<file path="src/rtl/pdp6_key_pkg.sv">
// Shared definitions for the console key sequencer: FSM states and the
// packed script-entry layout {last, key, delay, hold}.
package pdp6_key_pkg;

  typedef enum logic [1:0] {
    IDLE,
    DELAY,
    HOLD,
    NEXT
  } state_t;

  localparam int unsigned NKEYS_DEF = 12;
  localparam int unsigned CNTW_DEF  = 16;
  localparam int unsigned HOLD_LSB  = 0;

  function automatic int unsigned key_w(input int unsigned nkeys);
    return (nkeys > 1) ? $clog2(nkeys) : 1;
  endfunction

  localparam int unsigned KW_DEF = key_w(NKEYS_DEF);

  function automatic int unsigned delay_lsb(input int unsigned cntw);
    return cntw;
  endfunction

  function automatic int unsigned key_lsb(input int unsigned cntw);
    return 2 * cntw;
  endfunction

  function automatic int unsigned last_bit(input int unsigned kw, input int unsigned cntw);
    return 2 * cntw + kw;
  endfunction

  function automatic int unsigned entry_w(input int unsigned kw, input int unsigned cntw);
    return kw + 2 * cntw + 1;
  endfunction

endpackage

</file>
<file path="src/rtl/key_sequencer_if.sv">
// Script-write, run-control and key/status signals of the key sequencer.
interface key_sequencer_if
  import pdp6_key_pkg::*;
#(
  parameter int unsigned NKEYS = 12,
  parameter int unsigned DEPTH = 16,
  parameter int unsigned CNTW  = 16
);
  localparam int unsigned AW = $clog2(DEPTH);
  localparam int unsigned EW = entry_w(key_w(NKEYS), CNTW);

  logic             wr_en;
  logic [AW-1:0]    wr_addr;
  logic [EW-1:0]    wr_data;
  logic             start;
  logic             abort;
  logic             stop_cond;
  logic             repeat_en;
  logic [NKEYS-1:0] keys;
  logic             busy;
  logic             done;
  logic             halted;
  logic [AW-1:0]    step;

  modport master (
    output wr_en, wr_addr, wr_data, start, abort, stop_cond, repeat_en,
    input  keys, busy, done, halted, step
  );

  modport slave (
    input  wr_en, wr_addr, wr_data, start, abort, stop_cond, repeat_en,
    output keys, busy, done, halted, step
  );
endinterface

</file>
<file path="src/rtl/key_script_ram.sv">
// Script store: one synchronous write port, one asynchronous read port.
// No reset, so a script survives a sequencer reset.
module key_script_ram #(
  parameter int unsigned DEPTH = 16,
  parameter int unsigned WIDTH = 37
) (
  input  logic                     clk,
  input  logic                     we_i,
  input  logic [$clog2(DEPTH)-1:0] waddr_i,
  input  logic [WIDTH-1:0]         wdata_i,
  input  logic [$clog2(DEPTH)-1:0] raddr_i,
  output logic [WIDTH-1:0]         rdata_o
);
  logic [WIDTH-1:0] mem_q [DEPTH];

  always_ff @(posedge clk) begin
    if (we_i) mem_q[waddr_i] <= wdata_i;
  end

  assign rdata_o = mem_q[raddr_i];
endmodule

</file>
<file path="src/rtl/key_sequencer.sv">
// Plays a stored script of console key presses: per entry, wait `delay`,
// hold one key for `hold`+1 cycles, then advance, wrap or finish.
module key_sequencer
  import pdp6_key_pkg::*;
#(
  parameter int unsigned NKEYS = 12,
  parameter int unsigned DEPTH = 16,
  parameter int unsigned CNTW  = 16
) (
  input logic            clk,
  input logic            reset,
  key_sequencer_if.slave bus
);
  localparam int unsigned KW       = key_w(NKEYS);
  localparam int unsigned AW       = $clog2(DEPTH);
  localparam int unsigned EW       = entry_w(KW, CNTW);
  localparam int unsigned DLY_LSB  = delay_lsb(CNTW);
  localparam int unsigned KEY_LSB  = key_lsb(CNTW);
  localparam int unsigned LAST_BIT = last_bit(KW, CNTW);

  state_t          state_q;
  logic [CNTW-1:0] cnt_q;
  logic [AW-1:0]   step_q;
  logic            last_q;
  logic            done_q;
  logic            halted_q;

  logic [AW-1:0]   rd_addr;
  logic [AW-1:0]   next_step;
  logic [EW-1:0]   rd_data;
  logic [CNTW-1:0] e_hold;
  logic [CNTW-1:0] e_delay;
  logic [KW-1:0]   e_key;
  logic            e_last;
  logic            kill;
  logic            key_act;

  key_script_ram #(
    .DEPTH(DEPTH),
    .WIDTH(EW)
  ) u_ram (
    .clk     (clk),
    .we_i    (bus.wr_en & ~reset),
    .waddr_i (bus.wr_addr),
    .wdata_i (bus.wr_data),
    .raddr_i (rd_addr),
    .rdata_o (rd_data)
  );

  assign e_hold  = rd_data[HOLD_LSB +: CNTW];
  assign e_delay = rd_data[DLY_LSB +: CNTW];
  assign e_key   = rd_data[KEY_LSB +: KW];
  assign e_last  = rd_data[LAST_BIT];

  assign kill      = bus.stop_cond | bus.abort;
  assign next_step = last_q ? '0 : step_q + AW'(1);

  // Single read port: `last` is latched on entering HOLD so that NEXT can
  // address the following entry and preload its delay in the same cycle.
  always_comb begin
    rd_addr = step_q;
    case (state_q)
      IDLE:    rd_addr = '0;
      NEXT:    rd_addr = next_step;
      default: rd_addr = step_q;
    endcase
  end

  assign key_act = (state_q == HOLD) && !kill && !reset;

  always_comb begin
    bus.keys = '0;
    for (int unsigned i = 0; i < NKEYS; i++)
      bus.keys[i] = key_act && (32'(e_key) == i);
  end

  assign bus.busy   = (state_q != IDLE);
  assign bus.done   = done_q;
  assign bus.halted = halted_q;
  assign bus.step   = step_q;

  always_ff @(posedge clk) begin
    if (reset) begin
      state_q  <= IDLE;
      cnt_q    <= '0;
      step_q   <= '0;
      last_q   <= 1'b0;
      done_q   <= 1'b0;
      halted_q <= 1'b0;
    end else begin
      done_q <= 1'b0;
      if (state_q != IDLE && kill) begin
        halted_q <= 1'b1;
        state_q  <= IDLE;
      end else begin
        case (state_q)
          IDLE: begin
            if (bus.start) begin
              step_q   <= '0;
              cnt_q    <= e_delay;
              halted_q <= 1'b0;
              state_q  <= DELAY;
            end
          end
          DELAY: begin
            if (cnt_q == '0) begin
              cnt_q   <= e_hold;
              last_q  <= e_last;
              state_q <= HOLD;
            end else begin
              cnt_q <= cnt_q - CNTW'(1);
            end
          end
          HOLD: begin
            if (cnt_q == '0) state_q <= NEXT;
            else             cnt_q   <= cnt_q - CNTW'(1);
          end
          NEXT: begin
            if (!last_q || bus.repeat_en) begin
              step_q  <= next_step;
              cnt_q   <= e_delay;
              state_q <= DELAY;
            end else begin
              done_q  <= 1'b1;
              state_q <= IDLE;
            end
          end
          default: state_q <= IDLE;
        endcase
      end
    end
  end
endmodule

</file>
<file path="src/flat_wrapper.sv">
// flat-port wrapper written by rule: the top's interface ports become plain ports
module key_sequencer_flat import pdp6_key_pkg::*;
#(
  parameter int unsigned NKEYS = 12,
  parameter int unsigned DEPTH = 16,
  parameter int unsigned CNTW  = 16
)
  (clk, reset, bus_wr_en, bus_wr_addr, bus_wr_data, bus_start, bus_abort, bus_stop_cond, bus_repeat_en, bus_keys, bus_busy, bus_done, bus_halted, bus_step);
  key_sequencer_if #(.NKEYS(NKEYS), .DEPTH(DEPTH), .CNTW(CNTW)) bus_i ();
  input logic clk;
  input logic reset;
  input wire logic [$bits(bus_i.wr_en)-1:0] bus_wr_en;
  input wire logic [$bits(bus_i.wr_addr)-1:0] bus_wr_addr;
  input wire logic [$bits(bus_i.wr_data)-1:0] bus_wr_data;
  input wire logic [$bits(bus_i.start)-1:0] bus_start;
  input wire logic [$bits(bus_i.abort)-1:0] bus_abort;
  input wire logic [$bits(bus_i.stop_cond)-1:0] bus_stop_cond;
  input wire logic [$bits(bus_i.repeat_en)-1:0] bus_repeat_en;
  output wire logic [$bits(bus_i.keys)-1:0] bus_keys;
  output wire logic [$bits(bus_i.busy)-1:0] bus_busy;
  output wire logic [$bits(bus_i.done)-1:0] bus_done;
  output wire logic [$bits(bus_i.halted)-1:0] bus_halted;
  output wire logic [$bits(bus_i.step)-1:0] bus_step;
  assign bus_i.wr_en = bus_wr_en;
  assign bus_i.wr_addr = bus_wr_addr;
  assign bus_i.wr_data = bus_wr_data;
  assign bus_i.start = bus_start;
  assign bus_i.abort = bus_abort;
  assign bus_i.stop_cond = bus_stop_cond;
  assign bus_i.repeat_en = bus_repeat_en;
  assign bus_keys = bus_i.keys;
  assign bus_busy = bus_i.busy;
  assign bus_done = bus_i.done;
  assign bus_halted = bus_i.halted;
  assign bus_step = bus_i.step;
  key_sequencer #(.NKEYS(NKEYS), .DEPTH(DEPTH), .CNTW(CNTW)) u_core (.clk(clk), .reset(reset), .bus(bus_i));
endmodule
</file>
<file path="config.mk">
export PLATFORM = sky130hd
export DESIGN_NAME = key_sequencer_flat
export DESIGN_NICKNAME = d
export VERILOG_FILES = /design/src/rtl/pdp6_key_pkg.sv /design/src/rtl/key_sequencer_if.sv /design/src/rtl/key_script_ram.sv /design/src/rtl/key_sequencer.sv /design/src/flat_wrapper.sv
export SDC_FILE = /design/constraint.sdc
export NUM_CORES = 1
export LEC_CHECK = 0
export ABC_CLOCK_PERIOD_IN_PS = 4150
export BUFFER_PORTS_ARGS = -buffer_cell sky130_fd_sc_hd__buf_4
export CAP_MARGIN = 10
export CORE_UTILIZATION = 45
export DETAILED_ROUTE_END_ITERATION = 12
export PLACE_DENSITY_LB_ADDON = 0.12
export SLEW_MARGIN = 40
export SYNTH_ARGS = -nofsm -noshare
export SYNTH_HDL_FRONTEND = slang
export SYNTH_SLANG_ARGS = --single-unit
</file>
<file path="constraint.sdc">
create_clock -name clk -period 4.15 [get_ports clk]
set_input_delay 0.6225 -clock clk [delete_from_list [all_inputs] [get_ports clk]]
set_output_delay 0.6225 -clock clk [all_outputs]
set_load 0.005 [all_outputs]
</file>
==> impl_metrics.csv <==
group,metric,value,unit
run_status,status,"completed",
timing,fin_worst_skew,0.0235,ns
die,fp.dieH,239,um
timing,rsz0062_at_grt,"yes",
finish,area_growth_syn_to_layout,15.6,%
synthesis,syn_nets,1805,
synthesis,synthCells,1751,
finish,fin_nets,1890,
detailed_routing,dr.pass1.iters,5,
worst_setup_path,worstReg2RegStart,"u_core.state_q[1]",
finish,antenna_cells,0,
worst_setup_path,critical_path_required,3.53,ns
synthesis,synthTopCellsByArea,"edfxtp_1 70%, nand2_1 5.2%, a211oi_1 2.6%",
die,chipWidth,239,um
cts,clk_path_buf_depth,3,
detailed_routing,wl_per_cell,26.2,um
grt,overflow,0,
cts,htree_num_levels,3,
detailed_routing,drcViolationCount,0,
worst_setup_path,reg2regPathDepth,11,
cts,root_buffer,"clkbuf_16",
power,seqPwrFrac,48.0,%
timing,tightest_slew,0.897,ns
finish,fin_util,52.8,%
power,vdd_drop_max,0.000308,V
synthesis,synth.cell_area,25200,um^2
synthesis,synthArstFlopShare,0,%
worst_setup_path,critical_path_class,"reg -> out",
die,ioPinCount,67,
die,die_area,57000,um^2
min_path,hold_start,"bus_wr_data[11]",
timing,setup_tns,0,ns
timing,drv_slew,0,
timing,report.final.setup_viol,0,
worst_setup_path,startpoint_type,"flip-flop",
finish,instances_no_fill,2632,
min_path,hold_path_depth,1,
worst_setup_path,crit_fanout,8,
timing,post-route-min-period,4.13,ns
die,core_area,55200,um^2
min_path,hold_path_class,"in -> reg",
worst_setup_path,critical_path.reg2reg.endpoint,"u_core.cnt_q[2]",
synthesis,yosys.area.top_type,"edfxtp_1",
cts,clk_latency,0.61,ns
timing,whs,0.310,ns
power,total_power,14.8,mW
power,p_leak,9.56,nW
cts,cts_sinks,617,
finish,post-route-cell-area,29200,um^2
placement,io_buffer_count,66,
grt,grt_pass1_wl,101000,um
power,power.switching,3.75,mW
job,cap_viol_max_count,0,
detailed_routing,dr.first_iter.drc_count,1645,
timing,setup_slack,0.0230,ns
placement,dpl_worst_slack,0.0952,ns
placement,place.gp.congestion,0.822,
timing,slew_headroom,40.2,%
synthesis,synth-seq-cells,617,
synthesis,yosysMostFrequentCell,"edfxtp_1",
synthesis,synth_top_area_share,70.5,%
worst_setup_path,rrSetupSlack,0.63,ns
placement,place_area,26700,um^2
synthesis,synth_enable_flop_cells,592,
die,num_rows,86,
min_path,hold_end,"u_core.u_ram.mem_q[1][11]",
grt,grt_max_degree,160,
detailed_routing,ant_nets,0,
power,clkPwrFrac,38.8,%
power,internal_power,11.1,mW
cts,cts_tree,"yes",
synthesis,synthTopCellsByCount,"592 x edfxtp_1, 348 x nand2_1, 86 x a211oi_1, 68 x and3_1, 64 x nand3_1",
timing,fmaxAchievable,242,MHz
synthesis,synth-seq-area-share,72.4,%
synthesis,synth_cell_types,83,
detailed_routing,drt-vias-per-instance,5.97,
worst_setup_path,setup.worst_path.end_class,"primary output",
power,switching_share,25.3,%
grt,antenna_found_initial,1,
grt,grtUsageTotal,24.4,%
detailed_routing,vias,15700,
finish,drive_gt1_share,17.4,%
cts,path_clk_slew,0.06,ns
timing,period_share,99.4,%
synthesis,ys.flop_type,"edfxtp_1",
die,start_util,45.7,%
placement,placedCellCount,2496,
detailed_routing,drt_wl_total,69000,um
cts,cts_buffers,67,
synthesis,yosysWarnings,0,
worst_setup_path,critPathArrivalTime,3.50,ns
synthesis,synth_area_per_cell,14.4,um^2
timing,hold_viol_final,0,
grt,grt_pass1_vias,15400,
power,power_frac_comb,13.2,%
placement,dp_hpwl,35800,um
finish,nFillCells,4603,
power,cellPowerDensity,509,nW/um^2
kinds of logic (layout without fill, tap and decap cells):
group,count (synthesis),after routing,synth area share [%]
flip-flops,617,617,72.4
AND/OR/NAND/NOR,617,622,11.6
AO/OA/AOI/OAI,335,336,9.82
buffers and inverters,130,257,2.77
multiplexers,37,37,2.77
XOR/XNOR,9,9,0.312
adder cells (fa/ha/maj),6,6,0.298
worst max-delay path, cell delays in order, from the launching register on:
cell and delay [ns]:
dfxtp_4 0.37, inv_2 0.06, ha_4 0.28, or4b_4 0.61, and2_4 0.23, a211oi_1 0.26
a311oi_2 0.09, a211oi_2 0.32, o21ai_4 0.17, nor4bb_1 0.35, buf_4 0.17
cell type report:
type | instances | area, um^2 | share of cell area, %
Inverter | 6 | 22.5 | 0.0772
Tap cell | 748 | 936 | 3.21
Multi-Input combinational cell | 1010 | 6720 | 23.0
Clock buffer | 88 | 1800 | 6.17
Clock inverter | 29 | 293 | 1.00
Sequential cell | 617 | 18300 | 62.7
Timing Repair Buffer | 134 | 1100 | 3.78
timing repair:
item | in CTS | in global routing
setup buffers | 6 | 7
resized for setup | 21 | 27
hold buffers | 0 | 0
pin swaps | 8 | 15
setup endpoints to repair | 12 | 12
gates cloned | 4 | 2
routing by layer:
layer | track usage, % | share of wire (%)
met1 | 34.5 | 44
met2 | 39.0 | 48
met3 | 3.87 | 6.8
met4 | 6.90 | 1.8
met5 | 0 | 0.010
cell usage in the layout, fill, tap and decap left out, types with 5 or more instances in the layout:
master     Yosys  final
nor2_1        38     25
dfxtp_1       25     22
o21ai_0       12     12
nor3_1        14      9
bufinv_16      0      5
o21a_1         6      6
clkinv_2       0      7
clkbuf_1      50     19
mux2i_1       11     11
or3_1          5      5
nand2b_1      10     10
a32o_1         7      7
nor2_4         0     12
nor2b_1       28     28
clkinv_1       0     11
nand2_1      348    345
buf_12         2      7
a311oi_2       0      6
nand3_1       64     64
o211ai_1      11     11
a311oi_1      58     52
buf_4         12    125
and3_1        68     68
edfxtp_1     592    592
mux4_2        25     25
a211oi_2       2      8
xnor2_1        5      5
o22ai_1       13     13
a211oi_1      86     80
a21oi_1       32     31
a31oi_1       59     57
clkbuf_16      0     69
worst max-delay path by stage:
stage / start / to / slack (ns) / cells after the start
final: u_core.state_q[1] / bus_keys[8] / 0.02 / 10
after floorplan: reset / u_core.u_ram.mem_q[12][0] / 0.08 / 3
after CTS: u_core.state_q[1] / bus_keys[1] / 0.02 / 10
after detailed placement: u_core.state_q[0] / bus_keys[10] / 0.1 / 10
after global placement: u_core.state_q[0] / bus_keys[10] / 0.28 / 9
after global routing: u_core.state_q[1] / bus_keys[8] / -0.05 / 10
registers in the layout (all words and copies together) (netlist names):
name and count:
u_core.last_q 1, u_core.cnt_q 16, u_core.bus.halted 1, u_core.u_ram.mem_q 592, u_core.bus.step 4, u_core.bus.done 1, u_core.state_q 2
power groups by stage:
stage          clock (mW)  combinational, mW  sequential [mW]
2_1_floorplan           0               1.20             7.20
3_3_place_gp            0               1.84             7.24
3_5_place_dp            0               1.86             7.24
4_1_cts              5.85               1.92             7.11
5_1_grt              6.10               2.13             7.14
6_report             5.76               1.96             7.12
Power figures use the tool's default switching activity.
